**config.mk**
```make
export PLATFORM = sky130hd
export DESIGN_NAME = reg_dump_reader
export DESIGN_NICKNAME = d
export VERILOG_FILES = /design/src/rtl/reg_dump_reader_pkg.sv /design/src/rtl/reg_dump_reader_beat.sv /design/src/rtl/reg_dump_reader.sv
export SDC_FILE = /design/constraint.sdc
export NUM_CORES = 1
export LEC_CHECK = 0
export CAP_MARGIN = 10
export CORE_MARGIN = 4
export CORE_UTILIZATION = 47
export CTS_CLUSTER_DIAMETER = 30
export CTS_CLUSTER_SIZE = 14
export DETAILED_ROUTE_END_ITERATION = 8
export PLACE_DENSITY = 0.9
export SLEW_MARGIN = 20
export SYNTH_ARGS = -nofsm -noshare
export SYNTH_HDL_FRONTEND = slang
export SYNTH_HIERARCHICAL = 1
export SYNTH_SLANG_ARGS = --single-unit
```
**constraint.sdc**
```tcl
create_clock -name clk -period 3.56 [get_ports clk]
set_input_delay 0.89 -clock clk [delete_from_list [all_inputs] [get_ports clk]]
set_output_delay 0.89 -clock clk [all_outputs]
set_load 0.02 [all_outputs]
```
**src/rtl/reg_dump_reader_pkg.sv**
```systemverilog
// Shared types and helpers for the register dump reader: defaults, FSM encoding,
// and the index-advance rule (wraps modulo the register count, optionally skipping r0).
package reg_dump_reader_pkg;

    localparam int REG_AW_DEF = 5;
    localparam int DATA_W_DEF = 32;

    typedef enum logic [1:0] {
        ST_IDLE = 2'd0,
        ST_ADDR = 2'd1,
        ST_SEND = 2'd2,
        ST_FIN  = 2'd3
    } state_t;

    function automatic int next_idx(input int idx, input int aw, input bit skip_r0);
        int n;
        n = (idx + 1) & ((1 << aw) - 1);
        if (skip_r0 && (n == 0)) begin
            n = 1;
        end
        return n;
    endfunction

endpackage

```
**src/rtl/reg_dump_reader_beat.sv**
```systemverilog
// Output beat holding register: loads one register sample and holds it until the sink takes it.
module dump_beat_reg #(
    parameter int REG_AW = 5,
    parameter int DATA_W = 32
) (
    input  logic              clk,
    input  logic              rst_n,
    input  logic              i_load,
    input  logic              i_take,
    input  logic [DATA_W-1:0] i_data,
    input  logic [REG_AW-1:0] i_idx,
    input  logic              i_last,
    output logic              o_valid,
    output logic [DATA_W-1:0] o_data,
    output logic [REG_AW-1:0] o_idx,
    output logic              o_last
);

    always_ff @(posedge clk or negedge rst_n) begin
        if (!rst_n) begin
            o_valid <= 1'b0;
            o_data  <= '0;
            o_idx   <= '0;
            o_last  <= 1'b0;
        end else if (i_load) begin
            o_valid <= 1'b1;
            o_data  <= i_data;
            o_idx   <= i_idx;
            o_last  <= i_last;
        end else if (i_take) begin
            o_valid <= 1'b0;
        end
    end

endmodule

```
**src/rtl/reg_dump_reader.sv**
```systemverilog
// Walks a register index range over the pipeline debug port (reg_no -> val) and
// streams each value out as one valid/ready beat, with abort and wrap-around.
module reg_dump_reader
    import reg_dump_reader_pkg::*;
#(
    parameter int REG_AW   = REG_AW_DEF,
    parameter int DATA_W   = DATA_W_DEF,
    parameter int READ_LAT = 0,
    parameter int SKIP_R0  = 0
) (
    input  logic              clk,
    input  logic              startin,
    input  logic              dump_req,
    input  logic [REG_AW-1:0] first_reg,
    input  logic [REG_AW-1:0] last_reg,
    input  logic              abort,
    output logic [REG_AW-1:0] reg_no,
    input  logic [DATA_W-1:0] val,
    output logic              dump_valid,
    input  logic              dump_ready,
    output logic [DATA_W-1:0] dump_data,
    output logic [REG_AW-1:0] dump_idx,
    output logic              dump_last,
    output logic              busy,
    output logic              done,
    output logic              aborted
);

    state_t            r_state, r_state_next;
    logic [REG_AW-1:0] r_cur, r_cur_next;
    logic [REG_AW-1:0] r_last, r_last_next;
    logic [REG_AW-1:0] r_reg_no, r_reg_no_next;
    logic [1:0]        r_wait, r_wait_next;
    logic              r_abort_seen, r_abort_seen_next;
    logic              r_empty, r_empty_next;
    logic              r_busy, r_busy_next;
    logic              r_done, r_done_next;
    logic              r_aborted, r_aborted_next;

    logic              w_load;
    logic              w_hs;
    logic [REG_AW-1:0] w_next_cur;
    logic              w_skip;

    assign w_skip     = (SKIP_R0 != 0);
    assign w_hs       = dump_valid & dump_ready;
    assign w_next_cur = REG_AW'(next_idx(int'(r_cur), REG_AW, w_skip));

    always_ff @(posedge clk or negedge startin) begin
        if (!startin) begin
            r_state      <= ST_IDLE;
            r_cur        <= '0;
            r_last       <= '0;
            r_reg_no     <= '0;
            r_wait       <= '0;
            r_abort_seen <= 1'b0;
            r_empty      <= 1'b0;
            r_busy       <= 1'b0;
            r_done       <= 1'b0;
            r_aborted    <= 1'b0;
        end else begin
            r_state      <= r_state_next;
            r_cur        <= r_cur_next;
            r_last       <= r_last_next;
            r_reg_no     <= r_reg_no_next;
            r_wait       <= r_wait_next;
            r_abort_seen <= r_abort_seen_next;
            r_empty      <= r_empty_next;
            r_busy       <= r_busy_next;
            r_done       <= r_done_next;
            r_aborted    <= r_aborted_next;
        end
    end

    always_comb begin
        r_state_next      = r_state;
        r_cur_next        = r_cur;
        r_last_next       = r_last;
        r_reg_no_next     = r_reg_no;
        r_wait_next       = r_wait;
        r_abort_seen_next = r_abort_seen;
        r_empty_next      = r_empty;
        r_done_next       = 1'b0;
        r_aborted_next    = 1'b0;
        w_load            = 1'b0;

        case (r_state)
            ST_IDLE: begin
                if (dump_req) begin
                    // With r0 skipped, a range ending at 0 really ends at the top index.
                    r_last_next       = (w_skip && (last_reg == '0)) ? '1 : last_reg;
                    r_empty_next      = w_skip && (first_reg == '0) && (last_reg == '0);
                    r_cur_next        = (w_skip && (first_reg == '0)) ? REG_AW'(1) : first_reg;
                    r_reg_no_next     = r_cur_next;
                    r_wait_next       = '0;
                    r_abort_seen_next = 1'b0;
                    r_state_next      = ST_ADDR;
                end
            end
            ST_ADDR: begin
                if (abort) begin
                    r_abort_seen_next = 1'b1;
                end
                if (r_empty) begin
                    r_done_next  = 1'b1;
                    r_state_next = ST_FIN;
                end else if (r_wait == 2'(READ_LAT)) begin
                    w_load       = 1'b1;
                    r_state_next = ST_SEND;
                end else begin
                    r_wait_next = r_wait + 2'd1;
                end
            end
            ST_SEND: begin
                if (abort) begin
                    r_abort_seen_next = 1'b1;
                end
                if (w_hs) begin
                    if (dump_last) begin
                        r_done_next  = 1'b1;
                        r_state_next = ST_FIN;
                    end else if (r_abort_seen || abort) begin
                        r_done_next    = 1'b1;
                        r_aborted_next = 1'b1;
                        r_state_next   = ST_FIN;
                    end else begin
                        r_cur_next    = w_next_cur;
                        r_reg_no_next = w_next_cur;
                        r_wait_next   = '0;
                        r_state_next  = ST_ADDR;
                    end
                end
            end
            default: begin
                r_state_next = ST_IDLE;
            end
        endcase

        r_busy_next = (r_state_next != ST_IDLE);
    end

    dump_beat_reg #(
        .REG_AW (REG_AW),
        .DATA_W (DATA_W)
    ) u_beat (
        .clk     (clk),
        .rst_n   (startin),
        .i_load  (w_load),
        .i_take  (w_hs),
        .i_data  (val),
        .i_idx   (r_cur),
        .i_last  (r_cur == r_last),
        .o_valid (dump_valid),
        .o_data  (dump_data),
        .o_idx   (dump_idx),
        .o_last  (dump_last)
    );

    assign reg_no  = r_reg_no;
    assign busy    = r_busy;
    assign done    = r_done;
    assign aborted = r_aborted;

endmodule

```
## Word level (Yosys, flattened, before mapping)

Cells that the tools add are included.

- Multiplexer cells: 31
- $add $sub $neg: 2
- Equality and inequality tests: 9
- Bitwise operators: 1
- Reductions and logical operators: 13

Operators by type and width:

| cell | count |
|---|---|
| 2-bit 2-to-1 mux | 10 |
| 5-bit 2-to-1 mux | 4 |
| 1-bit 2-to-1 mux | 13 |
| 2-bit one-hot mux with 3 select lines | 2 |
| 5-bit one-hot mux with 2 select lines | 1 |
| 2-bit inequality test, second input constant | 4 |
| 2-bit nonzero test | 4 |
| 6-bit AND reduction | 1 |
| 5-bit by 1-bit adder with 5-bit output, second input constant | 1 |
| 5-bit equality test | 1 |
| 5-bit AND reduction | 1 |
| 2-bit logical NOT | 2 |
| 2-bit by 1-bit inequality test with 1-bit output, second input constant | 2 |
| 3-bit AND reduction | 1 |
| 3-bit nonzero test | 1 |
| 2-bit by 1-bit adder with 2-bit output, second input constant | 1 |
| 2-bit by 1-bit equality test with 1-bit output, second input constant | 1 |
| 2-bit equality test, second input constant | 1 |
| 1-bit one-hot mux with 2 select lines | 1 |
| 2-bit AND reduction | 1 |
| 2-bit OR reduction | 1 |
| 1-bit bitwise AND | 1 |
| 1-bit logical OR | 1 |

- Word-level logic and storage cells: 68
- Output and inout port bits: 47
- Input bits: 47
- Register bits: 57

## Logic depth before layout (Yosys ltp)

- Word-level depth: 6
- Mapped depth: 7
- Gate-level depth less buffers: 6

## Modules after synthesis

The synthesis kept the hierarchy.

By module, submodules not included:

| module | seq. area each (um^2) | area an instance (um^2) | times used | cells each |
|---|---|---|---|---|
| dump_beat_reg | 975.9 | 1486.4 | 1 | 83 |
| reg_dump_reader | 450.4 | 1031.0 | 1 | 98 |

## Least setup slack after synthesis

Ideal clock, no wire load.

- Path type: input-to-reg
- Start point: input abort
- End point: register r_reg_no[3] (netlist: reg_no[3])
- Arrival: 1883 ps
- Stages on the path: 3
- Path slack: 1553 ps
- Buffers on the path: 0
- Cell sequence: o21a_1 -> a2111oi_4 -> mux2_2

- Cells in the longest elaborated chain, start to end: 3

RTL lines:

| element | RTL line | text |
|---|---|---|
| start: declaration | reg_dump_reader.sv:16 | `input logic abort,` |
| 1-bit logical OR | reg_dump_reader.sv:122 | `end else if (r_abort_seen \|\| abort) begin` |
| 2-bit inequality test (no source line) | n/a |  |
| 5-bit AND reduction (no source line) | n/a |  |
| end signal: assignment | reg_dump_reader.sv:65 | `r_reg_no <= r_reg_no_next;` |
| end: declaration | reg_dump_reader.sv:32 | `logic [REG_AW-1:0] r_reg_no, r_reg_no_next;` |

No other way between the ends.
A chain may end at the register's enable or synchronous reset.

## Worst setup path after layout

- Start point: register r_reg_no[0] (netlist: reg_no[0])
- End point: output reg_no[0]

RTL lines:

| element | RTL line | text |
|---|---|---|
| end: declaration | reg_dump_reader.sv:17 | `output logic [REG_AW-1:0] reg_no,` |

No word-level cell between the ends.

==> qor_table.md <==
| Step | Quantity | Value |
|:---|:---|:---|
| clocking | Post_cts resized | 0 |
| setup path | Worst path cell trace | clkdlybuf4s50_1 |
| floorplan | Starting Density | 48.98% |
| synth | Fraction of synthesized area in multiplexers | 23.06% |
| synth | Average footprint of a synthesized cell | 13.91 um2 |
| layout | End-of-flow core utilization | 72.71% |
| routing | Detailed-route DRC error count | 0 |
| hold path | Path type of the worst min-delay path | reg2reg |
| routing | Routed via count divided by cell count | 5.056 |
| setup path | Buf+Inv Stages, Crit Path | 1 |
| sta | Hold_ws | 0.5027 ns |
| floorplan | Die outline area | 0.006591 mm2 |
| sta | Accumulated negative setup slack | 0 ns |
| setup path | Sort of element at the end of the critical path | primary output |
| clocking | Hold-fix buffers, CTS | 0 |
| power and ir drop | Max VDD drop | 0.5209 mV |
| outcome | Status | finished, final reports clean |
| placement | Estimated wirelength of the detail-placed design | 3962 um |
| sta | Setup repair after global routing missed its margin | false |
| synth | Adder-Cell Fraction of Synth Area | 3.479% |
| placement | Placed Cells | 338 |
| setup path | Startpoint Class | flip-flop |
| setup path | Setup crit end | reg_no[0] |
| clocking | Cts bufs inserted | 9 |
| power and ir drop | Total power density per cell area | 1025 mW/mm2 |
| job | Count of maximum capacitance violations | 0 |
| setup path | Startpoint of the lowest-slack register-to-register path | r_state[0]$_DFF_PN0_ |
| sta | Relative slew margins | 52.73% |
| clocking | Insertion delay to the later sink of the worst-skew pair | 0.32 ns |
| routing | Total wire length | 5651 um |
| global routing | Antenna violations before repair | 0 |
| placement | Buffers added on ports | 93 |
| setup path | Slowest cell on crit path | clkdlybuf4s50_1 |
| synth | Post-Synthesis Net Count | 235 |
| setup path | Internal reg-to-reg setup slack | 1.23 ns |
| synth | Async set-or-reset flop fraction in the synthesized netlist | 100.0% |
| routing | Remaining number of nets flagged by the antenna check after routing | 0 |
| setup path | Depth of the worst register-to-register path | 5 |
| routing | Vias after detailed routing | 1795 |
| clocking | Number of levels the H-tree was split into | 3 |
| routing | Wirelength per Cell | 15.92 um |
| layout | ANT cells | 0 |
| setup path | Delay of the slowest cell on the worst path | 0.69 ns |
| floorplan | Core Box Area | 0.005140 mm2 |
| synth | XOR/XNOR share of the synthesized area | 2.435% |
| setup path | Worst r2r dst | reg_no[4]$_DFFE_PN0P_ |
| sta | Final worst-path cycle share | 66.94% |
| synth | Netlist area before placement | 0.002517 mm2 |
| setup path | Category of cells accounting for the largest share of critical-path delay | buffers and inverters |
| layout | Synth-to-Final Area Change | 48.46% |
| clocking | Clock Pin Slew Worst Setup and Hold Paths | 0.06 ns |
| sta | Worst Tran Pin Value | 0.7090 ns |
| synth | Number of enable flip-flop cells after synthesis | 0 |
| sta | Max Fclk | 419.6 MHz |
| sta | Final setup vio count | 0 |
| routing | Drt first pass iters | 4 |
| sta | Crit path time final | 2.383 ns |
| global routing | Number of global-route vias before repair | 1934 |
| layout | Fraction of layout instances using a drive strength above 1 | 23.16% |
| synth | Post-synthesis share of cell area spent on and, or, nand and nor gates | 5.070% |
| setup path | Path type of the worst setup path | reg2out |
| placement | Worst setup timing slack at the placement stage | 0.9512 ns |
| floorplan | Std-Cell Rows | 26 |
| sta | Worst Clk Skew | 0.003336 ns |
| setup path | CP startpoint | reg_no[0]$_DFFE_PN0P_ |
| global routing | Maximum number of pins on one net before global-route repair | 58 |
| clocking | Bufs on Longest Clock Path | 2 |
| synth | Dominant combinational cell family by area after synthesis | multiplexers |
| sta | Minimum setup slack in the final design | 1.177 ns |
| synth | Sequential element share of the synthesized area | 56.66% |
| setup path | CP required | 2.67 ns |
| synth | Ys Warns | 6 |
| synth | Seq cells post-synth | 57 |
| synth | Gate count after technology mapping | 181 |
| clocking | CTS tree | done |
| synth | Complex-gate fraction of the synthesized area | 5.865% |
| setup path | Total stage count of the critical path | 1 |
| layout | Fin nets | 334 |
| synth | Number of unique standard cell types used by synthesis | 30 |
| global routing | Total routing resource utilization after global routing | 18.01% |
| layout | Number of standard cells in the final layout excluding fillers | 355 |
| setup path | Arrival time worst endpoint | 1.49 ns |
| power and ir drop | Leakage | 1.596 nW |
| global routing | Wire length of the first global-routing pass | 8901 um |
| sta | Final hold viol count | 0 |
| sta | Final Max Slew Viols | 0 |
| clocking | Clock root buffer master | clkbuf_8 |
| clocking | Clock Sinks | 57 |
| floorplan | Die W | 81.19 um |
| placement | GPL Wtd Cong | 0.7782 |
| global routing | Overflow after GRT | 0 |
| floorplan | Top-Level Pins | 94 |
| clocking | Setup Buffers After CTS | 0 |
| floorplan | Die height | 81.19 um |
| setup path | Highest net fanout along the worst path | 7 |
| synth | Synth Flop Type | dfrtp_1 |
| routing | Initial drt markers | 70 |
==> synth_stat cells (2+ instances only) <==
cell type	instances	area [um2]
a21oi_1	11	55.05
and2_1	2	12.51
buf_4	2	15.01
buf_6	3	33.78
clkbuf_1	2	7.510
dfrtp_1	57	1426
ha_1	7	87.58
inv_1	8	30.03
mux2_2	36	405.4
mux2_4	9	135.1
mux2i_1	4	40.04
nand2_1	4	15.01
nand3_1	5	25.02
nor2_1	6	22.52
nor2b_1	2	12.51
nor3_1	2	10.01
o21ai_0	3	15.01
xnor2_1	3	26.28
xor2_1	4	35.03
==> metrics by stage <==
stage | power, W | area (um2)
after floorplan | 0.002412 | 2517
after global placement | 0.003094 | 3483
after detailed placement | 0.003159 | 3483
after CTS | 0.003838 | 3710
after global routing | 0.004068 | 3737
final | 0.003830 | 3737
==> cell families (layout without fill, tap and decap cells) <==
family / Yosys count / count (layout)
flops: 57 / 57
xor+xnor: 7 / 7
mux: 49 / 49
compound gates: 21 / 21
fa+ha+maj: 7 / 7
simple gates: 25 / 25
buf+inv: 15 / 119
==> placed cells by master, fill, tap and decap left out, types with 5 or more instances in the layout <==
master           synthesis  routed
a21oi_1                 11      11
inv_1                    8       8
ha_1                     7       7
mux2_4                   9       9
dfrtp_1                 57      57
mux2_2                  36      36
clkdlybuf4s50_1          0      92
nor2_1                   6       6
nand3_1                  5       5
clkbuf_8                 0      14
==> worst min-delay path by stage <==
stage	startpoint	end	slack [ns]	cells past startpoint
2_1_floorplan	r_wait[1]$_DFFE_PN0P_	r_wait[1]$_DFFE_PN0P_	0.49	2
3_3_place_gp	u_beat/o_data[8]$_DFFE_PN0P_	u_beat/o_data[8]$_DFFE_PN0P_	0.49	1
3_5_place_dp	u_beat/o_data[19]$_DFFE_PN0P_	u_beat/o_data[19]$_DFFE_PN0P_	0.49	1
4_1_cts	u_beat/o_data[9]$_DFFE_PN0P_	u_beat/o_data[9]$_DFFE_PN0P_	0.51	1
5_1_grt	u_beat/o_idx[2]$_DFFE_PN0P_	u_beat/o_idx[2]$_DFFE_PN0P_	0.52	1
6_report	u_beat/o_data[8]$_DFFE_PN0P_	u_beat/o_data[8]$_DFFE_PN0P_	0.50	1
==> cell type report <==
cell class / instances / area [um2]
Clock inverter: 1 / 30.03
Clock buffer: 15 / 196.4
Sequential cell: 57 / 1426
Multi-Input combinational cell: 109 / 1006
Inverter: 8 / 30.03
Timing Repair Buffer: 95 / 960.9
Tap cell: 70 / 87.58
Fill cell: 388 / 1403
==> state kept, by name (all words and copies together), names as in the netlist <==
name and count:
u_beat/o_data 32, r_last 5, reg_no 5, u_beat/o_idx 5
r_state 2, r_wait 2, aborted 1, busy 1
done 1, r_abort_seen 1, u_beat/o_last 1, u_beat/o_valid 1
==> per-layer routing <==
metal  wire (um)  GRT usage, %  vias to the layer above
met2        2783         30.46                       66
met4          99         8.108                        0
met3         383         5.654                       11
met1        2385         20.91                      880
met5           0             0                        -
li1            -             -                      838
==> power breakdown <==
group	switching, W	total (W)	leakage, nW	internal, W
Combinational	0.000897	0.00197	0.802	0.00108
Clock	0.000238	0.000658	0.116	0.000420
Sequential	0.000221	0.00120	0.678	0.000976
No activity file was read; power rests on OpenSTA's default activity.
